### src/rtl/vec_exec_unit.sv
// vec_exec_unit: multi-beat, conditionally executed vector ALU stage.
//   Accepts one instruction per in_valid/in_ready handshake, evaluates its
//   condition against the NZCV register at acceptance, computes VLEN elements
//   PAR lanes per beat, and holds the full result on a valid/ready port.
// Ports:
//   clk, rst (sync, active-high), flush (sync abort of in-flight instruction)
//   in_valid/in_ready, in_op[2:0], in_cond[3:0], in_flagw[1:0], in_a, in_b
//   out_valid/out_ready, out_result, out_exec (1 = executed), flags {N,Z,C,V}
module vec_exec_unit #(
  parameter int ELEM_W = 8,
  parameter int VLEN   = 8,
  parameter int PAR    = 4
) (
  input  logic                     clk,
  input  logic                     rst,
  input  logic                     flush,
  input  logic                     in_valid,
  output logic                     in_ready,
  input  logic [2:0]               in_op,
  input  logic [3:0]               in_cond,
  input  logic [1:0]               in_flagw,
  input  logic [VLEN*ELEM_W-1:0]   in_a,
  input  logic [VLEN*ELEM_W-1:0]   in_b,
  output logic                     out_valid,
  input  logic                     out_ready,
  output logic [VLEN*ELEM_W-1:0]   out_result,
  output logic                     out_exec,
  output logic [3:0]               flags
);

  localparam int unsigned W  = VLEN * ELEM_W;
  localparam int unsigned EW = ELEM_W;
  localparam int unsigned P  = PAR;
  localparam int unsigned B  = VLEN / PAR;
  localparam int unsigned BW = (B > 1) ? $clog2(B) : 1;

  typedef enum logic [1:0] {IDLE, RUN, DONE} state_t;

  typedef enum logic [2:0] {
    OP_ADD    = 3'b000,
    OP_SUB    = 3'b001,
    OP_AND    = 3'b010,
    OP_ORR    = 3'b011,
    OP_EOR    = 3'b100,
    OP_SATADD = 3'b101,
    OP_SATSUB = 3'b110,
    OP_MOVB   = 3'b111
  } op_t;

  state_t          state_q, state_d;
  logic [BW-1:0]   beat_q, beat_d;
  op_t             op_q, op_d;
  logic [1:0]      flagw_q, flagw_d;
  logic [W-1:0]    a_q, a_d, b_q, b_d;
  logic            pass_q, pass_d;
  logic [W-1:0]    res_q, res_d;
  logic            exec_q, exec_d;
  logic            valid_q, valid_d;
  logic [3:0]      flags_q, flags_d;
  logic            acc_n_q, acc_n_d, acc_z_q, acc_z_d;
  logic            acc_c_q, acc_c_d, acc_v_q, acc_v_d;

  logic            accept;
  logic            arith_op;
  int unsigned     idx;
  logic [EW-1:0]   ea, eb, r;
  logic [EW:0]     sum, dif;
  logic            c_raw, v_raw;

  // Odd codes invert the even base condition; 111x is always.
  function automatic logic cond_ok(input logic [3:0] c, input logic [3:0] f);
    logic n, z, cf, v, base;
    {n, z, cf, v} = f;
    case (c[3:1])
      3'b000:  base = z;
      3'b001:  base = cf;
      3'b010:  base = n;
      3'b011:  base = v;
      3'b100:  base = cf & ~z;
      3'b101:  base = (n == v);
      3'b110:  base = ~z & (n == v);
      default: base = 1'b1;
    endcase
    return (c[3:1] == 3'b111) ? 1'b1 : (base ^ c[0]);
  endfunction

  assign in_ready = ~rst & ((state_q == IDLE) | ((state_q == DONE) & out_ready));
  assign accept   = in_valid & in_ready;
  assign arith_op = op_q inside {OP_ADD, OP_SUB, OP_SATADD, OP_SATSUB};

  always_comb begin
    state_d = state_q;
    beat_d  = beat_q;
    op_d    = op_q;
    flagw_d = flagw_q;
    a_d     = a_q;
    b_d     = b_q;
    pass_d  = pass_q;
    res_d   = res_q;
    exec_d  = exec_q;
    valid_d = valid_q;
    flags_d = flags_q;
    acc_n_d = acc_n_q;
    acc_z_d = acc_z_q;
    acc_c_d = acc_c_q;
    acc_v_d = acc_v_q;
    idx     = 0;
    ea      = '0;
    eb      = '0;
    r       = '0;
    sum     = '0;
    dif     = '0;
    c_raw   = 1'b0;
    v_raw   = 1'b0;

    case (state_q)
      RUN: begin
        // A failed condition still spends one cycle here so the fail path
        // reports one cycle after acceptance.
        if (!pass_q) begin
          state_d = DONE;
          valid_d = 1'b1;
          exec_d  = 1'b0;
        end else begin
          for (int unsigned j = 0; j < P; j++) begin
            idx = int'(beat_q) * P + j;
            ea  = a_q[idx*EW +: EW];
            eb  = b_q[idx*EW +: EW];
            sum = {1'b0, ea} + {1'b0, eb};
            dif = {1'b0, ea} - {1'b0, eb};
            case (op_q)
              OP_ADD: begin
                r = sum[EW-1:0]; c_raw = sum[EW];
                v_raw = (ea[EW-1] == eb[EW-1]) && (sum[EW-1] != ea[EW-1]);
              end
              OP_SUB: begin
                r = dif[EW-1:0]; c_raw = ~dif[EW];
                v_raw = (ea[EW-1] != eb[EW-1]) && (dif[EW-1] != ea[EW-1]);
              end
              OP_SATADD: begin
                r = sum[EW] ? '1 : sum[EW-1:0]; c_raw = sum[EW];
                v_raw = (ea[EW-1] == eb[EW-1]) && (sum[EW-1] != ea[EW-1]);
              end
              OP_SATSUB: begin
                r = dif[EW] ? '0 : dif[EW-1:0]; c_raw = ~dif[EW];
                v_raw = (ea[EW-1] != eb[EW-1]) && (dif[EW-1] != ea[EW-1]);
              end
              OP_AND:  r = ea & eb;
              OP_ORR:  r = ea | eb;
              OP_EOR:  r = ea ^ eb;
              default: r = eb;
            endcase
            res_d[idx*EW +: EW] = r;
            acc_n_d = acc_n_d | r[EW-1];
            acc_z_d = acc_z_d & (r == '0);
            acc_v_d = acc_v_d | v_raw;
            if (idx == 0) acc_c_d = c_raw;
          end

          if (beat_q == BW'(B - 1)) begin
            state_d = DONE;
            valid_d = 1'b1;
            exec_d  = 1'b1;
            if (flagw_q[1]) begin
              flags_d[3] = acc_n_d;
              flags_d[2] = acc_z_d;
            end
            if (flagw_q[0] && arith_op) begin
              flags_d[1] = acc_c_d;
              flags_d[0] = acc_v_d;
            end
          end else begin
            beat_d = beat_q + BW'(1);
          end
        end
      end
      DONE: begin
        if (out_ready) begin
          state_d = IDLE;
          valid_d = 1'b0;
        end
      end
      default: ;
    endcase

    // Acceptance in DONE overrides the return to IDLE (same-cycle handoff).
    if (accept) begin
      state_d = RUN;
      beat_d  = '0;
      op_d    = op_t'(in_op);
      flagw_d = in_flagw;
      a_d     = in_a;
      b_d     = in_b;
      pass_d  = cond_ok(in_cond, flags_q);
      res_d   = '0;
      exec_d  = 1'b0;
      valid_d = 1'b0;
      acc_n_d = 1'b0;
      acc_z_d = 1'b1;
      acc_c_d = 1'b0;
      acc_v_d = 1'b0;
    end

    if (flush) begin
      state_d = IDLE;
      beat_d  = '0;
      valid_d = 1'b0;
      flags_d = flags_q;
    end
  end

  always_ff @(posedge clk) begin
    if (rst) begin
      state_q <= IDLE;
      beat_q  <= '0;
      op_q    <= OP_ADD;
      flagw_q <= '0;
      a_q     <= '0;
      b_q     <= '0;
      pass_q  <= 1'b0;
      res_q   <= '0;
      exec_q  <= 1'b0;
      valid_q <= 1'b0;
      flags_q <= '0;
      acc_n_q <= 1'b0;
      acc_z_q <= 1'b1;
      acc_c_q <= 1'b0;
      acc_v_q <= 1'b0;
    end else begin
      state_q <= state_d;
      beat_q  <= beat_d;
      op_q    <= op_d;
      flagw_q <= flagw_d;
      a_q     <= a_d;
      b_q     <= b_d;
      pass_q  <= pass_d;
      res_q   <= res_d;
      exec_q  <= exec_d;
      valid_q <= valid_d;
      flags_q <= flags_d;
      acc_n_q <= acc_n_d;
      acc_z_q <= acc_z_d;
      acc_c_q <= acc_c_d;
      acc_v_q <= acc_v_d;
    end
  end

  assign out_valid  = valid_q;
  assign out_result = res_q;
  assign out_exec   = exec_q;
  assign flags      = flags_q;

endmodule
### config.mk
export PLATFORM = sky130hd
export DESIGN_NAME = vec_exec_unit
export DESIGN_NICKNAME = d
export VERILOG_FILES = /design/src/rtl/vec_exec_unit.sv
export SDC_FILE = /design/constraint.sdc
export NUM_CORES = 1
export LEC_CHECK = 0
export ABC_AREA = 1
export ABC_CLOCK_PERIOD_IN_PS = 9560
export BUFFER_PORTS_ARGS = -buffer_cell sky130_fd_sc_hd__buf_2
export CAP_MARGIN = 20
export CORE_UTILIZATION = 50
export CTS_BUF_LIST = sky130_fd_sc_hd__clkbuf_8
export CTS_CLUSTER_DIAMETER = 150
export CTS_CLUSTER_SIZE = 25
export DETAILED_ROUTE_END_ITERATION = 6
export PLACE_DENSITY = 0.7
export REMOVE_ABC_BUFFERS = 1
export SYNTH_ARGS = -nofsm -noshare
export SYNTH_HDL_FRONTEND = slang
export SYNTH_SLANG_ARGS = --single-unit
### constraint.sdc
create_clock -name clk -period 9.56 [get_ports clk]
set_input_delay 1.434 -clock clk [delete_from_list [all_inputs] [get_ports clk]]
set_output_delay 1.434 -clock clk [all_outputs]
set_load 0.05 [all_outputs]
-- Word level (Yosys, flattened, before mapping)
Cells that the tools add are included.
- flip-flop bits (word level): 211
- input bits: 142
- output and inout bits: 71
- add/subtract/negate cells: 16
- eq/ne operators: 37
- shift operators: 16
- muxes and demuxes: 60
- bitwise operators: 38
- reduce and logical (&&, ||, !) cells: 34
- operator list (kind ; count):
    $shiftx A64 B8 Y8 ; 6
    $bwmux W64 ; 4
    $shift A8 B34 Y64 const A ; 4
    $shiftx A8 B34 Y64 ; 4
    $pmux W8 S7 ; 4
    $logic_not A32 Y1 ; 4
    $mux W8 ; 16
    $shiftx A64 B7 Y8 ; 2
    $neg A7 Y34 ; 3
    $add A8 B8 Y9 ; 4
    $sub A8 B8 Y9 ; 4
    $neg A6 Y34 ; 1
    $and A8 B8 Y8 ; 4
    $logic_not A8 Y1 ; 4
    $or A8 B8 Y8 ; 4
    $xor A8 B8 Y8 ; 4
    $mux W1 ; 22
    $eq A3 B3 Y1 const B ; 7
    $pmux W1 S2 ; 9
    $eq A3 B2 Y1 const B ; 4
    $ne A1 B1 Y1 ; 12
    $reduce_and A5 Y1 ; 2
    $and A1 B1 Y1 ; 9
    $logic_and A1 B1 Y1 ; 9
    other kinds (25) ; 55

-- Depth between registers and ports, before layout
Gate-level depths: netlist (run 1).
- depth in word-level cells: 17
- mapped depth: 26
- mapped depth without buffers: 22

-- Worst setup path after synthesis (run 1)
No wires, ideal clock.
- path kind: input -> output
- from: input port rst
- to: output port in_ready
- arrival: 2.316 ns
- required time: 8.126 ns
- slack: 5.810 ns
- cell stages on the path: 2
- cell sequence: clkbuf_1 -> nor2_1
- word-level cells in the longest chain between the ends: 2
- ends and longest elaborated chain (element ; RTL line ; text):
    from (decl) ; 15 ; input logic rst,
    $not A1 Y1 ; 87 ; assign in_ready = ~rst & ((state_q == IDLE) | ((state_q == DONE) & out_ready));
    $and A1 B1 Y1 ; 87 ;
    to (decl) ; 18 ; output logic in_ready,
Every way passes these cells.

-- Final worst setup path (run 1)
- from: register beat_q
- to: register flags_q[2], in the netlist flags[2]
- word-level cells in the longest chain between the ends: 11
- ends and longest elaborated chain (element ; RTL line ; text):
    from (decl) ; 51 ; logic [BW-1:0] beat_q, beat_d;
    from (signal assigned) ; 231 ; beat_q <= beat_d;
    $add A3 B1 Y4 (tied with other cells) ; 126 ; idx = int'(beat_q) * P + j;
    $shiftx A64 B8 Y8 (tied with other cells) ; 127 ; ea = a_q[idx*EW +: EW];
    $sub A8 B8 Y9 (tied with other cells) ; 130 ; dif = {1'b0, ea} - {1'b0, eb};
    $mux W8 (tied with other cells) ; 145 ; r = dif[EW] ? '0 : dif[EW-1:0]; c_raw = ~dif[EW];
    $pmux W8 S7 or $mux W8 (tied branches) ; 131, 120 ;
    $mux W8, on equally long branches ; 120, 116 ;
    $mux W8 or $logic_not A8 Y1 (tied branches) ; 116, 155 ;
    $logic_not A8 Y1 or $and A1 B1 Y1 (tied branches) ; 155 ; acc_z_d = acc_z_d & (r == '0);
    $and A1 B1 Y1 (3 in a row) ; 155 ;
    to (signal assigned) ; 240 ; flags_q <= flags_d;
    to (decl) ; 59 ; logic [3:0] flags_q, flags_d;
Parallel ways exist; a longest one is shown, timed or not. The select of a mux whose other input is x is not followed.
A chain may end at the register's enable or synchronous reset.

==> results.sh, run 1 <==
export IMPL_antenna_found_initial=1
export IMPL_clk_insertion_delay_late_ns=0.55
export IMPL_grt_first_pass_wirelength_um=60300
export IMPL_setup_violations_final=0
export IMPL_critical_path_max_stage_delay_ns=0.72
export IMPL_cts_tree="yes"
export IMPL_cts_path_max_buffers=3
export IMPL_die_area_um2=26900
export IMPL_place_ws_ns=5.03
export IMPL_drt_iter0_drc=1190
export IMPL_cpMostUsedCell="nand2_1"
export IMPL_maxCapViolCount=0
export IMPL_maxSlewViolCount=0
export IMPL_syn2layout_area_growth_pct=10.3
export IMPL_min_period_ns=4.45
export IMPL_io_pins=213
export IMPL_timing_final_ws_setup_ns=5.11
export IMPL_grt_max_degree=88
export IMPL_ant_nets=0
export IMPL_slowest_stage="buf_4"
export IMPL_outcome="complete, no violations"
export IMPL_worstPathRequired_ns=10.05
export IMPL_drtPass1Iterations=6
export IMPL_synth_avg_cell_area_um2=6.70
export IMPL_h_tree_depth=1
export IMPL_die_w_um=164
export IMPL_fmax_mhz=225
export IMPL_start_kind="register"
export IMPL_crit_type="reg2reg"
export IMPL_drc=0
export IMPL_cts_sinks=210
export IMPL_crit_fanout=87
export IMPL_yosys_most_used_dff="dfxtp_1"
export IMPL_async_flop_share_pct=0
export IMPL_period_share_pct=46.6
export IMPL_dieHeight_um=164
export IMPL_path_clk_slew_ns=0.15
export IMPL_antenna_cells=0
export IMPL_gp_congestion=0.939
export IMPL_cts_setup_buffers=0
export IMPL_hpwlAfterDp_um=27200
export IMPL_worst_slew_pin_slew_ns=1.10
export IMPL_syn_inst=1957
export IMPL_root_buffer="clkbuf_8"
export IMPL_portBuffers=212
export IMPL_leakagePower_nw=7.59
export IMPL_grt_pass1_vias=11900
export IMPL_crit_chain="buf_4 > o21ai_0 > ha_1 > nand2_1 > nand2_1 > inv_1 > nand2_1 > nand2_1 > nand2_1 > nand2_1 > nand2_1 > nor2_1 > nand2_1 > o21ai_0 > nand4_1 > nor2_1 > nand4_1 > a21oi_1"
export IMPL_row_count=58
export IMPL_ys_types=41
export IMPL_dp_cells=2410
export IMPL_track_usage_pct=28.0
export IMPL_cts_resized=0
export IMPL_final_cell_count_no_fill=2426
export IMPL_vias=12900
export IMPL_rsz0062_at_grt="false"
export IMPL_cp_end_kind="register"
export IMPL_skew_ns=0.0510
export IMPL_synth_edf_count=0
export IMPL_finalHoldViolCount=0
export IMPL_start_util_pct=51.4
export IMPL_setup_tns_ns=0
export IMPL_drt_wl_total_um=37700
export IMPL_arrival_ns=4.94
export IMPL_peakVddDrop_mv=0.123
export IMPL_ys_warnings_count=0
export IMPL_min_path_type="reg2reg"
export IMPL_holdBufCountCts=0
export IMPL_wl_per_cell_um=15.5
export IMPL_coreArea_um2=25500
export IMPL_drive_gt1_share_pct=12.4
export IMPL_cts_buffers=12
export IMPL_slew_headroom_pct=26.2
export IMPL_p_per_area_nw_per_um2=136
export IMPL_yosysSeqAreaShare_pct=32.1
export IMPL_ys_ff_latch=210
export IMPL_nNetsFinal=2346
export IMPL_grt_overflow=0
export IMPL_syn_area_um2=13100
export IMPL_vias_per_cell=5.33
==> cell type report <==
cell class | count | area, µm²
Clock buffer | 13 | 179
Clock inverter | 2 | 20.0
Fill cell | 2591 | 11000
Inverter | 284 | 1070
Multi-Input combinational cell | 1367 | 7420
Sequential cell | 210 | 4210
Tap cell | 330 | 413
Timing Repair Buffer | 220 | 1150
==> cell usage in the layout, fill, tap and decap left out, types with 5 or more instances in the layout <==
master / synthesis / final
and2_1: 7 / 7
nand2_1: 520 / 520
fa_1: 8 / 8
nand3_1: 98 / 98
o21ai_0: 231 / 231
xor2_1: 10 / 10
buf_4: 2 / 6
ha_1: 101 / 101
inv_2: 5 / 5
clkbuf_8: 0 / 13
a22o_1: 65 / 65
o211ai_1: 11 / 11
dfxtp_1: 210 / 209
o22ai_1: 5 / 5
o21bai_1: 6 / 6
inv_1: 279 / 279
a21oi_1: 133 / 133
nand4_1: 23 / 23
nor2_1: 108 / 106
buf_2: 31 / 212
==> path summary, 6_finish.rpt <==
path	endpoint	slack, ns	depth (start not counted)	start
max reg2reg	flags[2]	5.11	18	beat_q
min reg2reg	a_q[43]	0.48	2	a_q[43]
max	flags[2]	5.11	18	beat_q
min	a_q[43]	0.48	2	a_q[43]
==> kinds of logic after synthesis <==
logic type      share of synthesized area [%]
flops                                    32.1
fa+ha+maj                                10.9
simple gates                             24.3
buf+inv                                  11.4
compound gates                           20.4
xor+xnor                                0.936
==> per-layer routing <==
metal	routed length, µm	track usage (%)	vias up	part of all wire [%]
li1	-	-	6559	-
met1	17200	38.5	5807	46
met2	16800	45.2	485	44
met3	2640	3.59	72	7.0
met4	1050	8.71	2	2.8
met5	13	0	-	0.035
==> critical path, delay by kind of cell (launching register included) <==
kind	cells	cell delay, ns
flops	1	0.66
fa+ha+maj	1	0.53
compound gates	3	0.76
buf+inv	2	0.79
simple gates	12	1.61
==> synth_stat cells, types with 2 or more instances <==
| master | instances | area, µm² |
|---|---|---|
| o21bai_1 | 6 | 45.0 |
| o22ai_1 | 5 | 31.3 |
| a211oi_1 | 3 | 22.5 |
| fa_1 | 8 | 160 |
| o21ai_2 | 3 | 26.3 |
| nand3b_1 | 4 | 30.0 |
| buf_4 | 2 | 15.0 |
| a22o_1 | 65 | 569 |
| clkbuf_2 | 2 | 10.0 |
| nand2_2 | 2 | 12.5 |
| nand4_1 | 23 | 144 |
| dfxtp_1 | 210 | 4200 |
| buf_2 | 31 | 155 |
| nor2_1 | 108 | 405 |
| clkbuf_1 | 57 | 214 |
| nor2_2 | 5 | 31.3 |
| a21oi_1 | 133 | 666 |
| buf_6 | 3 | 33.8 |
| xnor2_1 | 4 | 35.0 |
| or2_2 | 3 | 18.8 |
| o221ai_1 | 3 | 26.3 |
| o21ai_1 | 2 | 10.0 |
| inv_2 | 5 | 18.8 |
| o21ai_0 | 231 | 1160 |
| ha_1 | 101 | 1260 |
| nor3_1 | 4 | 20.0 |
| inv_1 | 279 | 1050 |
| o211ai_1 | 11 | 82.6 |
| xor2_1 | 10 | 87.6 |
| nand3_1 | 98 | 490 |
| and2_1 | 7 | 43.8 |
| nand2_1 | 520 | 1950 |
==> per-stage QoR <==
| stage | util [%] | hold slack, ns | power (mW) | cell area [µm²] |
|---|---|---|---|---|
| 6_report | 56.8 | 0.484 | 1.96 | 14500 |
| 5_1_grt | 56.8 | 0.497 | 2.08 | 14500 |
| 4_1_cts | 56.7 | 0.488 | 1.96 | 14400 |
| 3_5_place_dp | 55.9 | 0.451 | 1.56 | 14200 |
| 3_3_place_gp | 55.8 | 0.450 | 1.55 | 14200 |
| 2_1_floorplan | - | 0.437 | 1.38 | 12700 |
==> registers in the layout, indices dropped and copies added, names as in the netlist <==
register and count:
a_q 64, acc_c_q 1, acc_n_q 1, acc_v_q 1, acc_z_q 1, b_q 64
beat_q 1, flags 4, flagw_q 2, op_q 3, out_exec 1, out_result 64
pass_q 1, state_q 2
==> power breakdown <==
part           internal (mW)  switching, mW  leakage, nW  total [mW]
clock                  0.130          0.280        0.106       0.409
combinational          0.204          0.407         5.76       0.611
sequential             0.920         0.0197         1.72       0.940
(Power assumes the default switching activity.)
==> inputs of run 2 (changes only) <==
--- a/config.mk
+++ b/config.mk
@@ -5,8 +5,8 @@
 export SDC_FILE = /design/constraint.sdc
 export NUM_CORES = 1
 export LEC_CHECK = 0
-export ABC_AREA = 1
-export ABC_CLOCK_PERIOD_IN_PS = 9560
+export ABC_AREA = 0
+export ABC_CLOCK_PERIOD_IN_PS = 3900
 export BUFFER_PORTS_ARGS = -buffer_cell sky130_fd_sc_hd__buf_2
 export CAP_MARGIN = 20
 export CORE_UTILIZATION = 50
@@ -14,7 +14,7 @@
 export CTS_CLUSTER_DIAMETER = 150
 export CTS_CLUSTER_SIZE = 25
 export DETAILED_ROUTE_END_ITERATION = 6
-export PLACE_DENSITY = 0.7
+export PLACE_DENSITY = 0.72
 export REMOVE_ABC_BUFFERS = 1
 export SYNTH_ARGS = -nofsm -noshare
 export SYNTH_HDL_FRONTEND = slang
==> constraint.sdc (replaced) <==
create_clock -name clk -period 3.9 [get_ports clk]
set_input_delay 0.585 -clock clk [delete_from_list [all_inputs] [get_ports clk]]
set_output_delay 0.585 -clock clk [all_outputs]
set_load 0.05 [all_outputs]
==> run 2 against run 1 <==
  * Sequential cell count is the same
  * Wire length grew 25%
  * Via count rose by 9.6%
  * Synthesized cell count is 7.9% lower
  * Clock-buffer cell count did not move
  * Register-to-register slack got worse by 5.1 ns
  * Cell area is 19% higher
  * Non-clock buffer count increased by 200
  * Worst setup slack worse by 5.1 ns
  * Sequential power up 150%
  * Final cell count up 2.5%
  * Clock skew rose by 0.0093 ns
  * Critical path type unchanged
  * Critical endpoint unchanged
  * Highest routed layer is now met4
==> results.sh, run 2 <==
export IMPL_outcome="complete, no violations"
export IMPL_clk_insertion_delay_late_ns=0.55
export IMPL_maxUsedRoutingLayer="met4"
export IMPL_min_period_ns=3.87
export IMPL_rr_startpoint="beat_q"
export IMPL_syn_area_um2=14000
export IMPL_drt_iter0_drc=1178
export IMPL_setup_violations_final=0
export IMPL_synth_largest_area_cell="dfxtp_1"
export IMPL_portBuffers=212
export IMPL_arrival_ns=4.35
export IMPL_dieHeight_um=169
export IMPL_final_cell_mix="nand2_1 (410), buf_2 (212), dfxtp_1 (209)"
export IMPL_rsz0062_at_grt="true"
export IMPL_synth_top_family_by_area="simple AND/OR/NAND/NOR gates"
export IMPL_io_pins=213
export IMPL_period_share_pct=99.2
export IMPL_start_kind="register"
export IMPL_cts_buffers=12
export IMPL_drtPass1Iterations=5
export IMPL_row_count=60
export IMPL_path_clk_slew_ns=0.15
export IMPL_cts_path_max_buffers=3
export IMPL_ant_nets=0
export IMPL_ff2ff_setup_slack_ns=0.03
export IMPL_fmax_mhz=258
export IMPL_place_ws_ns=-0.0879
export IMPL_drt_met1_wl_um=20300
export IMPL_yosysSeqAreaShare_pct=30.1
export IMPL_track_usage_pct=32.3
export IMPL_syn2layout_area_growth_pct=22.7
export IMPL_synth_most_common_cell="nand2_1"
export IMPL_vias=14200
export IMPL_drt_wl_total_um=47100
export IMPL_crit_fanout=11
export IMPL_synthTopCellsByCount="nand2_1 (411), dfxtp_1 (210), nand3b_1 (133)"
export IMPL_finalHoldViolCount=0
export IMPL_r2r_end="flags[2]"
export IMPL_grt_first_pass_wirelength_um=73500
export IMPL_vias_per_cell=5.70
export IMPL_root_buffer="clkbuf_8"
export IMPL_die_w_um=169
export IMPL_hold_ws_ns=0.204
export IMPL_hold_path_depth=3
export IMPL_async_flop_share_pct=0
export IMPL_grt_pass1_vias=13900
export IMPL_timing_final_ws_setup_ns=0.0304
export IMPL_worstPathRequired_ns=4.38
export IMPL_synth_xor_area_share_pct=2.38
export IMPL_fillers=2506
export IMPL_syn_inst=1803
export IMPL_synthDominantCellAreaShare_pct=30.1
export IMPL_grt_max_degree=87
export IMPL_drc=0
export IMPL_leakagePower_nw=8.00
export IMPL_ys_ff_latch=210
export IMPL_cts_tree="yes"
export IMPL_hpwlAfterDp_um=36000
export IMPL_synthMuxAreaShare_pct=5.19
export IMPL_min_path_type="in2reg"
export IMPL_nNetsFinal=2363
export IMPL_cts_sinks=210
export IMPL_r2r_cells=14
export IMPL_route_met2_wl_um=22400
export IMPL_synthSimpleGateAreaFrac_pct=27.0
export IMPL_grt_overflow=0
export IMPL_yosys_top_cells_area="dfxtp_1 (30%), nand2_1 (11%), ha_1 (9.0%), nand3b_1 (7.1%), a21oi_1 (4.4%)"
export IMPL_synth_compound_area_share_pct=19.0
export IMPL_maxCapViolCount=0
export IMPL_p_per_area_nw_per_um2=317
export IMPL_yosys_most_used_dff="dfxtp_1"
export IMPL_wl_met3_um=2440
export IMPL_cp_end_kind="register"
export IMPL_crit_chain="buf_6 > buf_6 > mux2_2 > inv_1 > ha_1 > inv_2 > or4_4 > and3_1 > o31ai_2 > a32oi_2 > or4_4 > nor4b_4 > nand4_1 > o31ai_1"
export IMPL_coreArea_um2=27200
export IMPL_min_to="a_q[63]"
export IMPL_slowest_stage="or4_4"
export IMPL_holdBufCountCts=0
export IMPL_ys_warnings_count=0
export IMPL_critical_path_max_stage_delay_ns=0.54
export IMPL_yosys_area_share_adder_pct=10.3
export IMPL_worst_slew_pin_slew_ns=0.862
export IMPL_wl_per_cell_um=19.0
export IMPL_min_from="in_a[63]"
export IMPL_dp_cells=2453
export IMPL_final_cell_count_no_fill=2486
export IMPL_peakVddDrop_mv=0.368
export IMPL_maxSlewViolCount=0
export IMPL_skew_ns=0.0603
export IMPL_p_total_mw=5.44
export IMPL_gp_congestion=0.994
export IMPL_die_area_um2=28600
export IMPL_layout_commonest_cell="nand2_1"
export IMPL_h_tree_depth=1
export IMPL_drive_gt1_share_pct=24.6
export IMPL_slew_headroom_pct=42.4
export IMPL_synth_edf_count=0
export IMPL_synth_avg_cell_area_um2=7.75
export IMPL_antenna_found_initial=1
export IMPL_crit_type="reg2reg"
export IMPL_start_util_pct=51.4
export IMPL_ys_types=90
==> run 2: cell types whose count changed in the layout (fill, tap and decap cells not counted), sizes merged, moves of 24 or more <==
cell,delta
buf,+200
inv,-193
o21ai,-186
nand3b,+129
nand2,-112
nand3,-89
a22o,-60
mux2i,+59
nor2,-35
nor3,+29
a211oi,+24
xnor2,+24
==> run 2: through the flow <==
stage / util (%) / instance area [µm²] / setup TNS [ns]
6_report: 63.1 / 17100 / 0
5_1_grt: 63.1 / 17100 / -0.357
4_1_cts: 62.1 / 16900 / -0.0130
3_5_place_dp: 60.7 / 16500 / -0.171
3_3_place_gp: 60.7 / 16500 / -0.00436
2_1_floorplan: - / 13500 / -274.15
==> run 2: cells by family (layout without fill, tap and decap cells) <==
family	Yosys count	in the layout
AO/OA/AOI/OAI	388	388
XOR/XNOR	38	38
adder cells (fa/ha/maj)	110	110
buffers and inverters	217	527
flip-flops	210	210
multiplexers	71	71
other	0	1
AND/OR/NAND/NOR	769	769
==> run 2: where the power goes <==
group	internal (mW)	leakage [nW]	switching (mW)
Sequential	2.25	1.72	0.0745
Clock	0.317	0.106	0.694
Combinational	0.923	6.17	1.18
Total	3.49	8.00	1.94
==> run 2: area by class of cell <==
type,instances,area (µm²),share of cell area [%]
antenna,1,2.50,0.0146
clock buffer,13,179,1.04
clock inverter,2,20.0,0.117
inverter,92,345,2.01
multi-input combinational,1376,9220,53.8
sequential,210,4210,24.5
tap,372,465,2.71
timing repair buffer,420,2700,15.8
==> run 2: critical path: cells and delay by family, from the launching register on <==
family | cells | cell delay, ns
AO/OA/AOI/OAI | 3 | 0.62
adder cells (fa/ha/maj) | 1 | 0.22
buffers and inverters | 4 | 0.53
flip-flops | 1 | 0.42
multiplexers | 1 | 0.39
AND/OR/NAND/NOR | 5 | 1.61
==> run 2: worst max-delay path by stage <==
stage,end,slack [ns],start,cells past startpoint
global route,flags[2],-0.18,beat_q,14
finish,flags[2],0.03,beat_q,14
CTS,flags[2],-0.01,beat_q,15
floorplan,acc_v_q,-2.46,state_q[1],5
global placement,acc_z_q,-0.004,beat_q,16
detailed placement,flags[2],-0.09,beat_q,14
==> run 2: layer usage <==
metal / GRT usage [%] / vias up
met2: 55.7 / 453
met3: 3.24 / 98
met5: 0 / -
met1: 41.6 / 6756
met4: 12.2 / 0
li1: - / 6865
==> run 2: repair_timing <==
item / CTS / global route
resized for setup: 20 / 55
setup endpoints to repair: 2 / 15
endpoints found under the hold margin: 0 / 0
buffers inserted: 13 / 4
pin swaps: 9 / 9
gates cloned: 0 / 0
==> inputs of run 3 (changes only) <==
--- a/config.mk
+++ b/config.mk
@@ -6,7 +6,7 @@
 export NUM_CORES = 1
 export LEC_CHECK = 0
 export ABC_AREA = 0
-export ABC_CLOCK_PERIOD_IN_PS = 3900
+export ABC_CLOCK_PERIOD_IN_PS = 4450
 export BUFFER_PORTS_ARGS = -buffer_cell sky130_fd_sc_hd__buf_2
 export CAP_MARGIN = 20
 export CORE_UTILIZATION = 50
@@ -14,8 +14,9 @@
 export CTS_CLUSTER_DIAMETER = 150
 export CTS_CLUSTER_SIZE = 25
 export DETAILED_ROUTE_END_ITERATION = 6
-export PLACE_DENSITY = 0.72
+export PLACE_DENSITY = 0.7
 export REMOVE_ABC_BUFFERS = 1
 export SYNTH_ARGS = -nofsm -noshare
 export SYNTH_HDL_FRONTEND = slang
 export SYNTH_SLANG_ARGS = --single-unit
+export TNS_END_PERCENT = 10
==> constraint.sdc (replaced) <==
create_clock -name clk -period 4.45 [get_ports clk]
set_input_delay 0.6675 -clock clk [delete_from_list [all_inputs] [get_ports clk]]
set_output_delay 0.6675 -clock clk [all_outputs]
set_load 0.05 [all_outputs]
==> run 3 against run 2 <==
  * Core utilization decreased by 3.9 points
  * Clock power decreased by 12%
  * Power decreased by 17%
  * Non-clock buffer count decreased by 100
  * Die area unchanged
  * Combinational power decreased by 23%
  * Via count decreased by 2.7%
  * Critical path depth unchanged
  * Maximum frequency decreased by 6.4%
  * Global-route usage decreased by 1.2 points
  * Cell area decreased by 6.2%
  * Sequential power decreased by 12%
  * Critical endpoint unchanged
  * Highest routed layer unchanged
==> results.sh, run 3 (synthesized netlist as in run 2, its figures left out) <==
export IMPL_multi_input_area_um2=8940
export IMPL_setup_violations_final=0
export IMPL_seqCellArea_um2=4210
export IMPL_setup_tns_ns=0
export IMPL_antenna_found_initial=0
export IMPL_maxSlewViolCount=0
export IMPL_grt_max_degree=84
export IMPL_cts_buffers=12
export IMPL_final_cell_mix="nand2_1 (410), buf_2 (212), dfxtp_1 (209)"
export IMPL_ant_nets=0
export IMPL_antenna_cells=0
export IMPL_worst_slew_pin_slew_ns=1.00
export IMPL_period_share_pct=92.9
export IMPL_min_path_type="in2reg"
export IMPL_crit_fanout=15
export IMPL_grt_overflow=0
export IMPL_fmax_mhz=242
export IMPL_timing_final_ws_setup_ns=0.316
export IMPL_cts_tree="yes"
export IMPL_syn2layout_area_growth_pct=15.2
export IMPL_finalHoldViolCount=0
export IMPL_drc=0
export IMPL_startpoint="beat_q"
export IMPL_layout_commonest_cell="nand2_1"
export IMPL_hold_ws_ns=0.273
export IMPL_crit_type="reg2reg"
export IMPL_start_kind="register"
export IMPL_grt_first_pass_wirelength_um=71000
export IMPL_io_pins=213
export IMPL_wl_per_cell_um=19.1
export IMPL_postLayoutCoreUtil_pct=59.2
export IMPL_dieHeight_um=169
export IMPL_drive_gt1_share_pct=18.6
export IMPL_clk_insertion_delay_late_ns=0.56
export IMPL_cts_path_max_buffers=3
export IMPL_vias=13800
export IMPL_start_util_pct=51.4
export IMPL_worstPathRequired_ns=4.93
export IMPL_drtPass1Iterations=5
export IMPL_skew_ns=0.0624
export IMPL_rsz0062_at_grt="false"
export IMPL_nNetsFinal=2263
export IMPL_leakagePower_nw=7.45
export IMPL_arrival_ns=4.62
export IMPL_min_from="in_b[62]"
export IMPL_vias_per_cell=5.78
export IMPL_cp_end_kind="register"
export IMPL_drt_wl_total_um=45500
export IMPL_die_area_um2=28600
export IMPL_track_usage_pct=31.1
export IMPL_drt_iter0_drc=1103
export IMPL_maxCapViolCount=0
export IMPL_slowest_stage="or4_1"
export IMPL_outcome="complete, no violations"
export IMPL_rr_startpoint="beat_q"
export IMPL_cpMostUsedCell="buf_12"
export IMPL_cts_sinks=210
export IMPL_crit_chain="buf_12 > buf_12 > buf_12 > mux2i_1 > ha_1 > inv_1 > a21o_1 > o21ai_0 > a21oi_1 > o32a_1 > or4_1 > nor4b_2 > nand4_1 > o31ai_1"
export IMPL_die_w_um=169
export IMPL_fillers=2563
export IMPL_row_count=60
export IMPL_coreArea_um2=27200
export IMPL_min_period_ns=4.13
export IMPL_grt_pass1_vias=13400
export IMPL_slew_headroom_pct=33.3
export IMPL_peakVddDrop_mv=0.360
export IMPL_p_per_area_nw_per_um2=282
export IMPL_h_tree_depth=1
export IMPL_path_clk_slew_ns=0.16
export IMPL_place_ws_ns=0.144
export IMPL_hpwlAfterDp_um=34100
export IMPL_critical_path_max_stage_delay_ns=0.55
export IMPL_portBuffers=212
export IMPL_root_buffer="clkbuf_8"
export IMPL_gp_congestion=0.995
run 3: changes by cell type in the layout (fill, tap and decap cells not counted), sizes merged:
cell,previous run,this run
buf,420,320
diode,1,0
run 3: layout make-up:
| type | count | share of cell area [%] |
|---|---|---|
| clock buffers | 13 | 1.11 |
| clock inverters | 2 | 0.124 |
| inverters | 92 | 2.15 |
| multi-input cells | 1376 | 55.6 |
| flip-flops and latches | 210 | 26.2 |
| well taps | 372 | 2.89 |
| repair buffers | 320 | 12.0 |
run 3: final timing paths:
| check | to | slack, ns | depth (start not counted) |
|---|---|---|---|
| hold reg to reg | out_result[51] | 0.46 | 2 |
| hold / removal | b_q[62] | 0.27 | 3 |
| setup reg to reg | flags[2] | 0.32 | 14 |
| setup / recovery | flags[2] | 0.32 | 14 |
run 3: worst max-delay path, delay by kind of cell, from the launching register on:
family / cells / cell delay [ns]
AO/OA/AOI/OAI: 5 / 1.30
AND/OR/NAND/NOR: 3 / 0.92
buffers and inverters: 4 / 0.69
adder cells (fa/ha/maj): 1 / 0.40
flip-flops: 1 / 0.39
multiplexers: 1 / 0.33
run 3: routing by layer:
layer	vias to the layer above	GRT usage, %	share of wire [%]
li1	6651	-	-
met1	6470	39.7	43
met2	558	52.0	46
met3	105	6.06	7.7
met4	0	11.7	3.5
met5	-	0	0
run 3: repair_timing:
item                       4_1_cts  5_1_grt
resized for setup                0        1
setup endpoints to repair        0        4
buffers inserted                 0        5
hold buffers                     0        0
run 3: metrics by stage:
step / total power [mW] / cells / instance area, µm²
after CTS: 4.53 / 2380 / 16000
final: 4.54 / 2385 / 16100
after detailed placement: 3.65 / 2365 / 15800
after global routing: 4.78 / 2385 / 16100
after global placement: 3.65 / 2365 / 15800
after floorplan: 3.03 / 1678 / 13500
run 3: power by group:
| group | internal (mW) | switching, mW | total, mW |
|---|---|---|---|
| Clock | 0.278 | 0.613 | 0.891 |
| Combinational | 0.653 | 0.956 | 1.61 |
| Sequential | 1.98 | 0.0618 | 2.04 |
